File: src/rtl/fb_pkg.sv
// Shared frame-buffer definitions: bus widths, arbiter states and read pipeline depth.
package fb_pkg;

   localparam int FB_ADDR_W  = 19;
   localparam int FB_DATA_W  = 24;
   localparam int RD_LATENCY = 3;

   typedef enum logic {
      RUN,
      FLUSH
   } fb_arb_state_t;

endpackage

File: src/rtl/fb_port_arbiter_if.sv
// Client and RAM-side signals of the frame-buffer port arbiter.
// The slave modport is the arbiter; the master modport is the clients plus the RAM.
interface fb_port_arbiter_if
   import fb_pkg::*;
#(
   parameter int ADDR_W     = FB_ADDR_W,
   parameter int DATA_W     = FB_DATA_W,
   parameter int WBUF_DEPTH = 8
);
   localparam int LVL_W = $clog2(WBUF_DEPTH) + 1;

   logic              rd_en;
   logic [ADDR_W-1:0] rd_addr;
   logic [DATA_W-1:0] rd_data;
   logic              rd_valid;
   logic              wr_valid;
   logic [ADDR_W-1:0] wr_addr;
   logic [DATA_W-1:0] wr_data;
   logic              wr_ready;
   logic              flush_req;
   logic              flush_done;
   logic              starve;
   logic [LVL_W-1:0]  wbuf_level;
   logic [ADDR_W-1:0] mem_addr;
   logic              mem_we;
   logic [DATA_W-1:0] mem_wdata;
   logic [DATA_W-1:0] mem_rdata;

   modport slave (
      input  rd_en, rd_addr, wr_valid, wr_addr, wr_data, flush_req, mem_rdata,
      output rd_data, rd_valid, wr_ready, flush_done, starve, wbuf_level,
             mem_addr, mem_we, mem_wdata
   );

   modport master (
      output rd_en, rd_addr, wr_valid, wr_addr, wr_data, flush_req, mem_rdata,
      input  rd_data, rd_valid, wr_ready, flush_done, starve, wbuf_level,
             mem_addr, mem_we, mem_wdata
   );

endinterface

File: src/rtl/fb_wbuf_fifo.sv
// Synchronous write-buffer FIFO; push while full is honoured only alongside a pop,
// and a pop while empty is ignored.
module fb_wbuf_fifo #(
   parameter int WIDTH = 43,
   parameter int DEPTH = 8,
   localparam int PTR_W = $clog2(DEPTH),
   localparam int LVL_W = PTR_W + 1
) (
   input  logic             clk,
   input  logic             reset_n,
   input  logic             push,
   input  logic [WIDTH-1:0] din,
   input  logic             pop,
   output logic [WIDTH-1:0] dout,
   output logic [LVL_W-1:0] level,
   output logic             full,
   output logic             empty
);

   logic [WIDTH-1:0] mem [DEPTH];
   logic [PTR_W-1:0] wr_ptr;
   logic [PTR_W-1:0] rd_ptr;
   logic             do_push;
   logic             do_pop;

   assign full    = (level == LVL_W'(DEPTH));
   assign empty   = (level == '0);
   assign do_pop  = pop && !empty;
   assign do_push = push && (!full || do_pop);
   assign dout    = mem[rd_ptr];

   always_ff @(posedge clk or negedge reset_n) begin
      if (!reset_n) begin
         wr_ptr <= '0;
         rd_ptr <= '0;
         level  <= '0;
      end else begin
         if (do_push) wr_ptr <= wr_ptr + 1'b1;
         if (do_pop)  rd_ptr <= rd_ptr + 1'b1;
         case ({do_push, do_pop})
            2'b10:   level <= level + 1'b1;
            2'b01:   level <= level - 1'b1;
            default: level <= level;
         endcase
      end
   end

   // NOTE: storage is deliberately not reset; the pointers alone define what is valid.
   always_ff @(posedge clk) begin
      if (do_push) mem[wr_ptr] <= din;
   end

endmodule

File: src/rtl/fb_port_arbiter.sv
// Single-port frame-buffer arbiter: display reads own the port whenever requested,
// buffered compute writes drain into idle cycles, with flush handshake and starve flag.
module fb_port_arbiter
   import fb_pkg::*;
#(
   parameter int ADDR_W     = FB_ADDR_W,
   parameter int DATA_W     = FB_DATA_W,
   parameter int WBUF_DEPTH = 8,
   parameter int STARVE_LIM = 1024
) (
   input logic              clk,
   input logic              reset_n,
   fb_port_arbiter_if.slave bus
);

   localparam int LVL_W = $clog2(WBUF_DEPTH) + 1;
   localparam int CNT_W = $clog2(STARVE_LIM + 1);

   typedef struct packed {
      logic [ADDR_W-1:0] addr;
      logic [DATA_W-1:0] data;
   } wr_entry_t;

   wr_entry_t         push_entry;
   wr_entry_t         head;
   logic              push;
   logic              pop;
   logic              full;
   logic              empty;
   logic [LVL_W-1:0]  level;
   fb_arb_state_t     state;
   fb_arb_state_t     state_next;
   logic              wr_ready;
   logic              flush_done;
   logic [RD_LATENCY-1:0] rd_pipe;
   logic [CNT_W-1:0]  starve_cnt;
   logic              starve_q;

   assign push_entry = '{addr: bus.wr_addr, data: bus.wr_data};
   assign push       = bus.wr_valid && wr_ready;
   assign pop        = !bus.rd_en && !empty;

   fb_wbuf_fifo #(
      .WIDTH ($bits(wr_entry_t)),
      .DEPTH (WBUF_DEPTH)
   ) u_wbuf (
      .clk     (clk),
      .reset_n (reset_n),
      .push    (push),
      .din     (push_entry),
      .pop     (pop),
      .dout    (head),
      .level   (level),
      .full    (full),
      .empty   (empty)
   );

   always_ff @(posedge clk or negedge reset_n) begin
      if (!reset_n) state <= RUN;
      else          state <= state_next;
   end

   // NOTE: every output of this block gets a default first so no latch is inferred.
   always_comb begin
      state_next = state;
      wr_ready   = 1'b0;
      flush_done = 1'b0;
      case (state)
         RUN: begin
            wr_ready = !full;
            if (bus.flush_req) state_next = FLUSH;
         end
         FLUSH: begin
            if (empty) begin
               flush_done = 1'b1;
               state_next = RUN;
            end
         end
         default: state_next = RUN;
      endcase
   end

   // Port slot: reads win outright; a queued write takes any cycle without a read.
   always_ff @(posedge clk or negedge reset_n) begin
      if (!reset_n) begin
         bus.mem_addr  <= '0;
         bus.mem_we    <= 1'b0;
         bus.mem_wdata <= '0;
      end else if (bus.rd_en) begin
         bus.mem_addr  <= bus.rd_addr;
         bus.mem_we    <= 1'b0;
      end else if (pop) begin
         bus.mem_addr  <= head.addr;
         bus.mem_wdata <= head.data;
         bus.mem_we    <= 1'b1;
      end else begin
         bus.mem_we    <= 1'b0;
      end
   end

   always_ff @(posedge clk or negedge reset_n) begin
      if (!reset_n) begin
         rd_pipe     <= '0;
         bus.rd_data <= '0;
      end else begin
         rd_pipe     <= {rd_pipe[RD_LATENCY-2:0], bus.rd_en};
         bus.rd_data <= bus.mem_rdata;
      end
   end

   // Counts consecutive cycles a pending write lost the port; saturates at the limit.
   always_ff @(posedge clk or negedge reset_n) begin
      if (!reset_n) begin
         starve_cnt <= '0;
         starve_q   <= 1'b0;
      end else begin
         if (flush_done) starve_q <= 1'b0;
         if (pop) begin
            starve_cnt <= '0;
         end else if (!empty && bus.rd_en && starve_cnt != CNT_W'(STARVE_LIM)) begin
            starve_cnt <= starve_cnt + 1'b1;
            if (starve_cnt == CNT_W'(STARVE_LIM - 1)) starve_q <= 1'b1;
         end
      end
   end

   assign bus.rd_valid   = rd_pipe[RD_LATENCY-1];
   assign bus.wr_ready   = wr_ready;
   assign bus.flush_done = flush_done;
   assign bus.starve     = starve_q && !flush_done;
   assign bus.wbuf_level = level;

endmodule

File: src/flat_wrapper.sv
// flat-port wrapper written by rule: the top's interface ports become plain ports
module fb_port_arbiter_flat import fb_pkg::*;
#(
   parameter int ADDR_W     = FB_ADDR_W,
   parameter int DATA_W     = FB_DATA_W,
   parameter int WBUF_DEPTH = 8,
   parameter int STARVE_LIM = 1024
)
  (clk, reset_n, bus_rd_en, bus_rd_addr, bus_wr_valid, bus_wr_addr, bus_wr_data, bus_flush_req, bus_mem_rdata, bus_rd_data, bus_rd_valid, bus_wr_ready, bus_flush_done, bus_starve, bus_wbuf_level, bus_mem_addr, bus_mem_we, bus_mem_wdata);
  fb_port_arbiter_if #(.ADDR_W(ADDR_W), .DATA_W(DATA_W), .WBUF_DEPTH(WBUF_DEPTH)) bus_i ();
  input logic clk;
  input logic reset_n;
  input wire logic [$bits(bus_i.rd_en)-1:0] bus_rd_en;
  input wire logic [$bits(bus_i.rd_addr)-1:0] bus_rd_addr;
  input wire logic [$bits(bus_i.wr_valid)-1:0] bus_wr_valid;
  input wire logic [$bits(bus_i.wr_addr)-1:0] bus_wr_addr;
  input wire logic [$bits(bus_i.wr_data)-1:0] bus_wr_data;
  input wire logic [$bits(bus_i.flush_req)-1:0] bus_flush_req;
  input wire logic [$bits(bus_i.mem_rdata)-1:0] bus_mem_rdata;
  output wire logic [$bits(bus_i.rd_data)-1:0] bus_rd_data;
  output wire logic [$bits(bus_i.rd_valid)-1:0] bus_rd_valid;
  output wire logic [$bits(bus_i.wr_ready)-1:0] bus_wr_ready;
  output wire logic [$bits(bus_i.flush_done)-1:0] bus_flush_done;
  output wire logic [$bits(bus_i.starve)-1:0] bus_starve;
  output wire logic [$bits(bus_i.wbuf_level)-1:0] bus_wbuf_level;
  output wire logic [$bits(bus_i.mem_addr)-1:0] bus_mem_addr;
  output wire logic [$bits(bus_i.mem_we)-1:0] bus_mem_we;
  output wire logic [$bits(bus_i.mem_wdata)-1:0] bus_mem_wdata;
  assign bus_i.rd_en = bus_rd_en;
  assign bus_i.rd_addr = bus_rd_addr;
  assign bus_i.wr_valid = bus_wr_valid;
  assign bus_i.wr_addr = bus_wr_addr;
  assign bus_i.wr_data = bus_wr_data;
  assign bus_i.flush_req = bus_flush_req;
  assign bus_i.mem_rdata = bus_mem_rdata;
  assign bus_rd_data = bus_i.rd_data;
  assign bus_rd_valid = bus_i.rd_valid;
  assign bus_wr_ready = bus_i.wr_ready;
  assign bus_flush_done = bus_i.flush_done;
  assign bus_starve = bus_i.starve;
  assign bus_wbuf_level = bus_i.wbuf_level;
  assign bus_mem_addr = bus_i.mem_addr;
  assign bus_mem_we = bus_i.mem_we;
  assign bus_mem_wdata = bus_i.mem_wdata;
  fb_port_arbiter #(.ADDR_W(ADDR_W), .DATA_W(DATA_W), .WBUF_DEPTH(WBUF_DEPTH), .STARVE_LIM(STARVE_LIM)) u_core (.clk(clk), .reset_n(reset_n), .bus(bus_i));
endmodule
File: config.mk
export PLATFORM = sky130hd
export DESIGN_NAME = fb_port_arbiter_flat
export DESIGN_NICKNAME = d
export VERILOG_FILES = /design/src/rtl/fb_pkg.sv /design/src/rtl/fb_port_arbiter_if.sv /design/src/rtl/fb_wbuf_fifo.sv /design/src/rtl/fb_port_arbiter.sv /design/src/flat_wrapper.sv
export SDC_FILE = /design/constraint.sdc
export NUM_CORES = 1
export LEC_CHECK = 0
export BUFFER_PORTS_ARGS = -buffer_cell sky130_fd_sc_hd__buf_4
export CORE_MARGIN = 5
export CORE_UTILIZATION = 50
export CTS_CLUSTER_SIZE = 24
export DETAILED_ROUTE_END_ITERATION = 8
export GPL_ROUTABILITY_DRIVEN = 0
export PLACE_DENSITY_LB_ADDON = 0.1
export SLEW_MARGIN = 15
export SYNTH_ARGS = -nofsm -noshare
export SYNTH_HDL_FRONTEND = slang
export SYNTH_SLANG_ARGS = --single-unit
File: constraint.sdc
create_clock -name clk -period 13.2 [get_ports clk]
set_input_delay 0.66 -clock clk [delete_from_list [all_inputs] [get_ports clk]]
set_output_delay 0.66 -clock clk [all_outputs]
set_load 0.005 [all_outputs]
==> results.toml <==
[worst_setup_path]
crit_family = "simple AND/OR/NAND/NOR gates"
max_stage_delay_ns = 0.58
ff2ff_path_depth = 5
ff2ff_setup_slack_ns = 10.16
cp.required_ns = 13.36
start_kind = "flip-flop"
cp.depth = 5
slowest_stage = "dfrtp_1"
critPathKind = "flip-flop to flip-flop"
cp-end-kind = "flip-flop"
startpoint = "u_core.u_wbuf.level[0]"
r2r_start = "u_core.u_wbuf.level[0]"
crit_path_max_fanout = 27
worstPathCellList = "nor3_1, a211oi_2, nand2b_1, nor2_4, buf_4"
worst-path-buf-inv = 1
cp.arrival_ns = 3.20

[final_layout]
fillers = 2442
final_nets = 1107
syn2layout_area_growth_pct = 18.8
final_layout_size_suffix_gt1_share_pct = 33.7

[power_and_ir_drop]
swShare_pct = 27.2
p_comb_share_pct = 22.2
p_clk_share_pct = 31.0
p_seq_share_pct = 46.8
power.density_nw_per_um2 = 196
power.switching_uw = 1050
intPower_uw = 2810
peakVddDrop_mv = 0.104
power.leakage_uw = 0.00712

[global_route]
grt_start_max_net_pins = 71
grt_pass1_vias = 8523
grt_pass1_wl_microns = 50600
overflow = 0
antenna_found_initial = 1
track_usage_pct = 17.9

[cts]
cts_tree = "done"
root_buffer = "clkbuf_16"
h-tree-depth = 2
postCtsSetupRepairBufs = 0
cts_resized = 0
cts-buffers-inserted = 45
cts_hold_buffers = 0
cts_sinks = 438
clk_pin_slew_worst_paths_ns = 0.06
clock_path_buffers = 3
clock_latency_ns = 0.54

[logic_synthesis]
postSynthAreaPerCell_sq_um = 20.1
synth_cells = 827
synth_cell_type_count = 41
synthesis.area_sq_um = 16600
synth_top_area_share_pct = 62.1
seq_area_frac_synth_pct = 76.3
ys_ff_latch = 438
yosys.area.top_type = "edfxtp_1"
yosys_warnings = 0
syn_nets = 925
ys.flop_type = "edfxtp_1"
yosys-top-cells-area = "edfxtp_1 (62%), dfrtp_1 (14%), mux4_2 (12%)"
synthTopCellsByCount = "edfxtp_1 (344), dfrtp_1 (94), mux4_2 (86), nor2_1 (58), mux2i_1 (44)"
synth-async-reset-ratio_pct = 21.5
yosysMostFrequentCell = "edfxtp_1"
synth-edff-count = 344

[timing]
tns_ns = 0
hold_violations = 0
fmax_mhz = 329
worst_slew_pin_slew_ns = 1.15
min_period_ns = 3.04
relSlewSlack_pct = 23.7
fin_worst_hold_slack_ns = 0.0373
rsz0062_at_grt = "false"
setup_ws_ns = 10.16
period_share_pct = 23.0
maxSlewViolCount = 0
finClkSkew_ns = 0.0222
setup_viol = 0

[status]
status = "completed"

[place]
place_ws_ns = 10.04
dp_hpwl_microns = 18300
io_buffer_count = 166

[floorplan]
rows = 66
initial_core_util_pct = 50.8
die-width_microns = 192
die_area_sq_um = 37000
pin_count = 167
core_sq_um = 32700
chipHeight_microns = 192

[route]
ant_nets = 0
drt-pass1-iter-count = 4
wirelength_microns = 32500
drtIter0Drc = 429
via_count = 8152
vias_per_cell = 5.48
drc_errors = 0
wl_per_cell_microns = 21.8

[job]
max_cap_violations = 0

[hold_path]
hp-class = "input pin to asynchronous set/reset pin"
==> power by group through the flow <==
stage / clock network, uW / registers (uW) / logic, uW
after CTS: 1230 / 1820 / 878
final: 1200 / 1810 / 857
after floorplan: 0 / 1710 / 694
after global placement: 0 / 1840 / 869
after detailed placement: 0 / 1840 / 875
after global routing: 1290 / 1840 / 942
==> logic make-up after synthesis <==
kind of cell	after synthesis	synth area share, %
flip-flops	438	76.3
multiplexers	134	14.6
AND/OR/NAND/NOR	103	2.92
AO/OA/AOI/OAI	82	3.25
buffers and inverters	51	1.81
XOR/XNOR	12	0.632
adder cells (fa/ha/maj)	7	0.527
==> state kept, by name, summed over array words and instances, names as in the netlist <==
register / count
u_core.bus.rd_data: 24
u_core.starve_cnt: 11
u_core.bus.mem_addr: 19
u_core.starve_q: 1
u_core.bus.mem_we: 1
u_core.bus.mem_wdata: 24
u_core.u_wbuf.level: 4
u_core.state: 1
u_core.u_wbuf.mem: 344
u_core.u_wbuf.rd_ptr: 3
u_core.u_wbuf.wr_ptr: 3
u_core.rd_pipe: 3
==> layer usage <==
metal / vias to the layer above / GRT usage (%) / part of all wire [%]
met3: 41 / 3.33 / 6.3
met2: 215 / 28.6 / 47
met1: 4221 / 26.0 / 45
met5: - / 0 / 0
li1: 3675 / - / -
met4: 0 / 4.14 / 1.7
==> worst register-to-register path, stage by stage (launching register included) <==
cell	delay [ns]
dfrtp_1	0.58
nor3_1	0.13
a211oi_2	0.51
nand2b_1	0.33
nor2_4	0.57
buf_4	0.54
==> placed cells by master (no fill, tap or decap), types with 8 or more instances in the layout <==
cell	instances
mux4_2	86
dfrtp_1	91
clkinv_2	10
nand2_1	10
clkinv_1	14
mux2i_1	44
a211oi_1	18
a21o_1	21
o21ai_0	8
nor2_1	51
a21oi_1	28
clkbuf_16	46
edfxtp_1	344
buf_4	181
==> stage by stage <==
stage          utilization [%]  total power, uW  instances  cell area [sq um]
6_report                  60.4             3860       1488              19700
5_1_grt                   60.4             4070       1488              19700
4_1_cts                   60.4             3920       1487              19700
3_5_place_dp              56.1             2720       1404              18300
3_3_place_gp              56.1             2710       1404              18300
2_1_floorplan                -             2410        827              16600
==> cell type report <==
class,instances,area [sq um],share of cell area (%)
inverters,5,18.8,0.0951
repair buffers,181,1360,6.88
clock inverters,31,233,1.18
flip-flops and latches,438,12700,64.3
clock buffers,52,1170,5.94
multi-input cells,338,3710,18.8
diodes,1,2.50,0.0127
well taps,442,553,2.80
==> final timing paths <==
| kind | to |
|---|---|
| setup / recovery | u_core.u_wbuf.mem[2][29] |
| hold / removal | u_core.starve_cnt[8] |
| setup reg to reg | u_core.u_wbuf.mem[2][29] |
| hold reg to reg | u_core.rd_pipe[1] |
| max in group asynchronous | u_core.u_wbuf.rd_ptr[1] |
| min in group clk | u_core.bus.rd_data[14] |
No activity file was read; power rests on OpenSTA's default activity.
